## src/rtl/counter_arbiter.sv

```systemverilog
// Two-requester round-robin arbiter that lends one shared up-counter to the
// granted requester until it reaches that requester's target value.
module counter_arbiter #(
    parameter int WIDTH = 8
) (
    input  logic             clk,
    input  logic             reset,
    input  logic [1:0]       req,
    input  logic [WIDTH-1:0] target0,
    input  logic [WIDTH-1:0] target1,
    input  logic             abort,
    output logic [1:0]       gnt,
    output logic [1:0]       done,
    output logic             busy,
    output logic [WIDTH-1:0] count
);

    typedef enum logic [1:0] {
        S_IDLE  = 2'd0,
        S_COUNT = 2'd1,
        S_DONE  = 2'd2
    } state_t;

    state_t           r_state;
    logic             r_ptr;
    logic [WIDTH-1:0] r_tgt;
    logic [1:0]       r_gnt;
    logic [1:0]       r_done;
    logic [WIDTH-1:0] r_count;

    state_t           w_state_next;
    logic             w_ptr_next;
    logic [WIDTH-1:0] w_tgt_next;
    logic [1:0]       w_gnt_next;
    logic [1:0]       w_done_next;
    logic [WIDTH-1:0] w_count_next;

    logic             w_owner;
    logic             w_owner_req;
    logic             w_grant_idx;
    logic [1:0]       w_grant_onehot;
    logic [WIDTH-1:0] w_grant_tgt;

    // gnt is one-hot while owned, so its upper bit names the owner
    assign w_owner     = r_gnt[1];
    assign w_owner_req = req[w_owner];
    assign w_grant_idx = (req == 2'b11) ? r_ptr : req[1];
    assign w_grant_tgt = w_grant_idx ? target1 : target0;

    generate
        for (genvar gi = 0; gi < 2; gi++) begin : g_onehot
            assign w_grant_onehot[gi] = (w_grant_idx == 1'(gi));
        end
    endgenerate

    always_comb begin
        w_state_next = r_state;
        w_ptr_next   = r_ptr;
        w_tgt_next   = r_tgt;
        w_gnt_next   = r_gnt;
        w_done_next  = 2'b00;
        w_count_next = r_count;
        case (r_state)
            S_IDLE: begin
                if (|req) begin
                    w_state_next = S_COUNT;
                    w_gnt_next   = w_grant_onehot;
                    w_tgt_next   = w_grant_tgt;
                    w_count_next = '0;
                end
            end
            S_COUNT: begin
                if (abort || !w_owner_req) begin
                    w_state_next = S_IDLE;
                    w_gnt_next   = 2'b00;
                    w_ptr_next   = ~w_owner;
                end else if (r_count == r_tgt) begin
                    w_state_next = S_DONE;
                    w_done_next  = r_gnt;
                end else begin
                    w_count_next = r_count + WIDTH'(1);
                end
            end
            S_DONE: begin
                // abort and normal completion release the counter identically here
                w_state_next = S_IDLE;
                w_gnt_next   = 2'b00;
                w_ptr_next   = ~w_owner;
            end
            default: begin
                w_state_next = S_IDLE;
                w_gnt_next   = 2'b00;
            end
        endcase
    end

    always_ff @(posedge clk) begin
        if (!reset) begin
            r_state <= S_IDLE;
            r_ptr   <= 1'b0;
            r_tgt   <= '0;
            r_gnt   <= 2'b00;
            r_done  <= 2'b00;
            r_count <= '0;
        end else begin
            r_state <= w_state_next;
            r_ptr   <= w_ptr_next;
            r_tgt   <= w_tgt_next;
            r_gnt   <= w_gnt_next;
            r_done  <= w_done_next;
            r_count <= w_count_next;
        end
    end

    assign gnt   = r_gnt;
    assign done  = r_done;
    assign busy  = (r_state != S_IDLE);
    assign count = r_count;

endmodule

```

## config.mk

```make
export PLATFORM = sky130hd
export DESIGN_NAME = counter_arbiter
export DESIGN_NICKNAME = d
export VERILOG_FILES = /design/src/rtl/counter_arbiter.sv
export SDC_FILE = /design/constraint.sdc
export NUM_CORES = 1
export LEC_CHECK = 0
export CORE_MARGIN = 2
export CORE_UTILIZATION = 37
export CTS_BUF_LIST = sky130_fd_sc_hd__clkbuf_2 sky130_fd_sc_hd__clkbuf_4 sky130_fd_sc_hd__clkbuf_8
export DETAILED_ROUTE_END_ITERATION = 12
export PLACE_DENSITY_LB_ADDON = 0.12
export REMOVE_ABC_BUFFERS = 1
export SETUP_SLACK_MARGIN = 0.15
export SYNTH_ARGS = -nofsm -noshare
export SYNTH_HDL_FRONTEND = slang
export SYNTH_SLANG_ARGS = --single-unit
```

## constraint.sdc

```tcl
create_clock -name clk -period 2.1 [get_ports clk]
set_input_delay 0.42 -clock clk [delete_from_list [all_inputs] [get_ports clk]]
set_output_delay 0.42 -clock clk [all_outputs]
set_load 0.02 [all_outputs]
```

## Yosys cells after proc, flatten, opt, wreduce, memory -nomap -nowiden

Index checks and enable logic that the tools add are counted.

| cells by class | value |
|---|---|
| add/sub/neg operators | 1 |
| order comparisons | 1 |
| equal/unequal tests | 9 |
| mux-type cells | 17 |
| bitwise operators | 5 |
| reductions and logical operators | 13 |

Operator list:

| kind | number |
|---|---|
| 8-bit two-way mux | 4 |
| 8-bit case mux with 2 select lines | 1 |
| 2-bit two-way mux | 5 |
| 8-bit by 1-bit adder with 8-bit output (second input constant) | 1 |
| 8-bit equality test | 1 |
| 2-bit inequality test (second input constant) | 4 |
| 2-bit case mux with 2 select lines | 2 |
| 2-bit AND reduction | 4 |
| 2-bit nonzero test | 3 |
| 1-bit NOT | 5 |
| 2-bit equality test (second input constant) | 2 |
| 1-bit two-way mux | 4 |
| 4-bit AND reduction | 1 |
| 4-bit OR reduction | 1 |
| 3-bit inequality test (second input constant) | 1 |
| 2-bit by 1-bit equality test with 1-bit output (second input constant) | 1 |
| 2-bit logical NOT | 1 |
| 1-bit by 2-bit < comparator with 1-bit output (second input constant) | 1 |
| 1-bit case mux with 2 select lines | 1 |
| 2-bit OR reduction | 1 |
| 1-bit logical NOT | 1 |
| 1-bit logical OR | 1 |

| storage, ports and cells | value |
|---|---|
| register bits | 23 |
| input port bits | 21 |
| word-level logic and storage cells | 52 |

## Longest topological paths before layout

| depth | value |
|---|---|
| depth in word-level cells | 6 |
| gate-level depth with buffers | 6 |
| depth with buffers taken out | 5 |

## Least setup slack after synthesis

OpenSTA, ideal clock, no wires.

| timing path | value |
|---|---|
| kind | register -> register |
| start | reg r_gnt[1], in the netlist gnt[1] |
| end | reg r_count[0], in the netlist count[0] |
| data arrival time | 1.676 ns |
| data required time | 2.030 ns |
| path slack | 0.354 ns |
| stages on the path, launching flop included | 6 |
| buffers on the path | 1 |
| cell sequence | dfxtp_1 > mux2i_1 > or3_1 > clkbuf_2 > or4_1 > a21boi_1 |

| between the ends | value |
|---|---|
| word-level cells in the longest chain between the ends | 6 |

RTL lines:

| what | RTL line | text |
|---|---|---|
| start, declared | 27 | `logic [1:0] r_gnt;` |
| start signal, assigned | 109 | `r_gnt <= w_gnt_next;` |
| 1-bit two-way mux (implied by the code) (2 in a row) | 46 | `assign w_owner_req = req[w_owner];` |
| 1-bit logical NOT | 73 | `if (abort \|\| !w_owner_req) begin` |
| 1-bit logical OR | 73 |  |
| 2-bit inequality test (no source line) | n/a |  |
| 4-bit AND reduction (no source line) | n/a |  |
| end signal, assigned | 111 | `r_count <= w_count_next;` |
| end, declared | 29 | `logic [WIDTH-1:0] r_count;` |

No other way between the ends. The select of a mux whose other input is x is not followed.
A chain may end at the register's enable or synchronous reset.

## Worst setup path after layout

| timing path | value |
|---|---|
| start | reg r_count[4], in the netlist count[4] |
| end | out count[4] |

RTL lines:

| what | RTL line | text |
|---|---|---|
| end, declared | 15 | `output logic [WIDTH-1:0] count` |

No word-level cell between the ends.

==> results.md <==
- The run finished with clean final reports.
- The detail route stage leaves a number of antenna-violating nets equal to 0.
- The number of buffers created by CTS is 3.
- The required time reported for the critical path endpoint is 1.68 ns.
- The power spent charging and discharging nets is 0.254 mW.
- The cell area that synthesis handed to floorplanning was 1170 sq um.
- The residual overflow from global routing is 0.
- In the post-synthesis netlist, the biggest area contributors are dfxtp_1 (39%), mux2i_1 (7.7%), o211a_1 (6.8%), xnor2_1 (6.0%), nand2_1 (5.1%).
- In the layout the commonest cells are clkdlybuf4s50_1 (32), dfxtp_1 (20), nand2_1 (16).
- The maximum clock insertion buffer count is 2.
- The slowest stage of the critical path is the clkdlybuf4s50_1 cell.
- The synthesized design devotes to its leading area cell type 39.4% of total area.
- After technology mapping, the gate count stands at 133.
- The count of endpoints failing hold in the final timing report is 0.
- The combinational group share of total power is 22.9%.
- The library cell with the largest summed area after synthesis is dfxtp_1.
- The share of flip-flops with an asynchronous set or reset is 0%.
- The fraction of power spent switching nets is 27.7%.
- The family with the most delay on the worst path is buffers and inverters.
- The most common library cell in the layout ignoring fill and taps is clkdlybuf4s50_1.
- The clock net sink count is 23.
- The number of buffers and inverters on the critical path is 1.
- The internal power of the cells totals 0.663 mW.
- The highest cell delay on the worst timing path is 0.65 ns.
- The maximum operating frequency is 0.537 GHz.
- The initial utilization of the core area, before any placement, comes to 38.6%.
- The largest vdd supply drop is 0.227 mV.
- The top-level I/O count is 34.
- The total DRC errors in the routed layout is 0.
- The initial antenna violation count is 0.
- Data arrives at the worst endpoint at 1.44 ns.
- The maximum number of pins on one net before global-route repair is 17.
- In the synthesized netlist the dominant register cell turns out to be dfxtp_1.
- Using the TritonRoute via totals, the vias-per-cell ratio works out to 5.30.
- The share of the cycle needed by the critical path after routing is 88.8%.
- Setup repair after global routing left no endpoint under its margin.
- The count of yosys warnings during synthesis is 0.
- The total wire length after detailed routing is 2810 microns.
- The clock transition time at the flip-flop clock pins of the worst setup and hold paths is 0.12 ns.
- After layout, the minimum clock period comes to 1.86 ns.
- In this run, the clock network consumes 24.1% of the power.
- The overall via count from detail_route is 1166.
- Summed over all cells, the static leakage comes to 0.680 nW.
- In this run the core area contains 20 standard-cell rows.
- The post-placement setup slack is -0.0377 ns.
- Dividing total power by cell area gives a power density of 557 nW/um^2.
- The via count of the first global-routing pass is 1099.
- The worst slew margin relative to its limit is 65.1%.
- In the final timing run, aggregate negative setup slack is 0 ns.
- The highest net fanout along the worst path is 6.
- The worst hold slack is 0.479 ns.
- For this run, the detailed router's first-pass iteration total came to 4.
- For this run, the register share of the synthesized area comes to 39.4%.
- The type of the most critical hold path is reg -> reg.
- The full die area is 3630 sq um.
- The count of buffers inserted at the top-level ports is 33.
- Dividing the synthesized area by the synthesized cell count gives 8.80 sq um.
- The detailed router finished its first iteration with 41 violations.
- The global placement routability congestion is 0.801.
- The layout cell share with drive strength beyond 1 is 11.4%.
- The number of different library cells used by synthesis comes to 38.
- Synthesis inferred 23 register bits.
- The final-layout fill cell count is 306.
- The clock skew after layout is 0.00226 ns.
- The first-pass GRT wire length is 4840 microns.
- The signal on the critical path passes through clkdlybuf4s50_1.
- The setup check on the worst reg-to-reg path leaves a slack of 0.40 ns.
- The worst setup path is captured at an output port.
- The number of failing setup endpoints in the final timing report is 0.
- After layout, the worst setup slack is 0.236 ns.
- The number of max-slew violations in the final report was 0.
- In the global route stage, overall resource usage came out at 17.7%.
- The overall power is 0.917 mW.
- TritonCTS built the clock tree.
- The critical path is of the reg -> out type.
- The latest clock arrival within the worst-skew pair is 0.31 ns.
- The synthesis-to-finish area growth is 40.6%.
- Counting flops with a built-in enable in the synthesized netlist gives 0.
- Sequential cells burn 53.0% of the power.
- In the final layout, the multi-input gates occupy 658 sq um.
- The slew at the pin closest to its max-slew limit is 0.522 ns.
- The root buffer cell is clkbuf_4.
- The die outline width is 60.2 microns.
- The detailed-placement wirelength estimate is 2200 microns.
- The final layout contains 199 nets.
- The wire length per cell after detailed routing is 12.8 microns.
- The repair_antennas step left the layout with diodes totalling 0.
- The startpoint type of the worst setup path is a flop.
- The sequential cells in the finished layout cover a total of 464 sq um.
- The deepest level of the CTS H-tree is 1.
- After floorplanning, the core was sized to cover 3030 sq um.
- In this run the vertical extent of the chip is 60.2 microns.
- The reported max-cap violation count is 0.
==> power groups by stage <==
stage,clock [mW],combinational [mW],sequential (mW)
floorplan,0,0.114,0.494
global route,0.247,0.232,0.491
detailed placement,0,0.212,0.495
finish,0.221,0.210,0.486
CTS,0.225,0.211,0.486
global placement,0,0.209,0.495
==> worst min-delay path, delay by kind of cell (launching register included) <==
family                 cells  cell delay (ns)
DFF                        1             0.36
buffers and inverters      1             0.06
and+or+nand+nor            1             0.04
==> what timing repair did <==
action,4_1_cts,5_1_grt
hold endpoints to repair,0,0
setup buffers,0,0
hold buffers,0,0
endpoints found under the setup margin,1,2
resized for setup,2,2
==> Yosys cell counts (3+ instances only) <==
library cell and n:
o21ai_0 6, a211oi_1 3, a21oi_1 4, xnor2_1 8
or3_1 3, nor2_1 8, inv_1 7, nand4_1 3
o211a_1 8, nand2_1 16, nand3_1 4, mux2i_1 9
dfxtp_1 23
==> area by class of cell <==
cell class,instances,area share (%)
Multi-Input combinational cell,98,40.0
Sequential cell,23,28.2
Timing Repair Buffer,44,25.0
Tap cell,44,3.35
Clock buffer,4,1.83
Inverter,7,1.60
==> state kept, by name, indices dropped and copies added, names as in the netlist <==
signal and flops:
gnt 2, done 2, r_ptr 1, r_state 2, r_tgt 8, count 8
==> layer usage <==
metal	share of wire, %	wire length (microns)	global-route usage, %
met1	46	1280	21.9
met4	1.5	42	6.67
met2	48	1340	30.6
met3	5.1	144	2.60
met5	0	0	0
==> worst paths after layout <==
kind / endpoint / startpoint / cells past startpoint
min: done[0]$_SDFF_PP0_ / gnt[0]$_SDFFE_PN0P_ / 2
max reg2reg: count[3]$_SDFFE_PN0P_ / count[4]$_SDFFE_PN0P_ / 6
max: count[4] / count[4]$_SDFFE_PN0P_ / 1
min reg2reg: done[0]$_SDFF_PP0_ / gnt[0]$_SDFFE_PN0P_ / 2
==> through the flow <==
stage,cells,instance area [sq um],util [%]
after floorplan,128,1140,-
after global placement,216,1610,53.3
after detailed placement,216,1610,53.3
after CTS,220,1640,54.3
after global routing,220,1650,54.3
final,220,1650,54.3
==> cells by family after synthesis <==
family / count (synthesis) / share of synthesized area (%)
buffers and inverters: 12 / 4.39
DFF: 23 / 39.4
and+or+nand+nor: 41 / 16.4
muxes: 9 / 7.70
xor gates and xnor gates: 8 / 5.99
adders and majority gates: 1 / 1.07
AOI/OAI and AO/OA: 39 / 25.1
No activity file was read; power rests on OpenSTA's default activity.
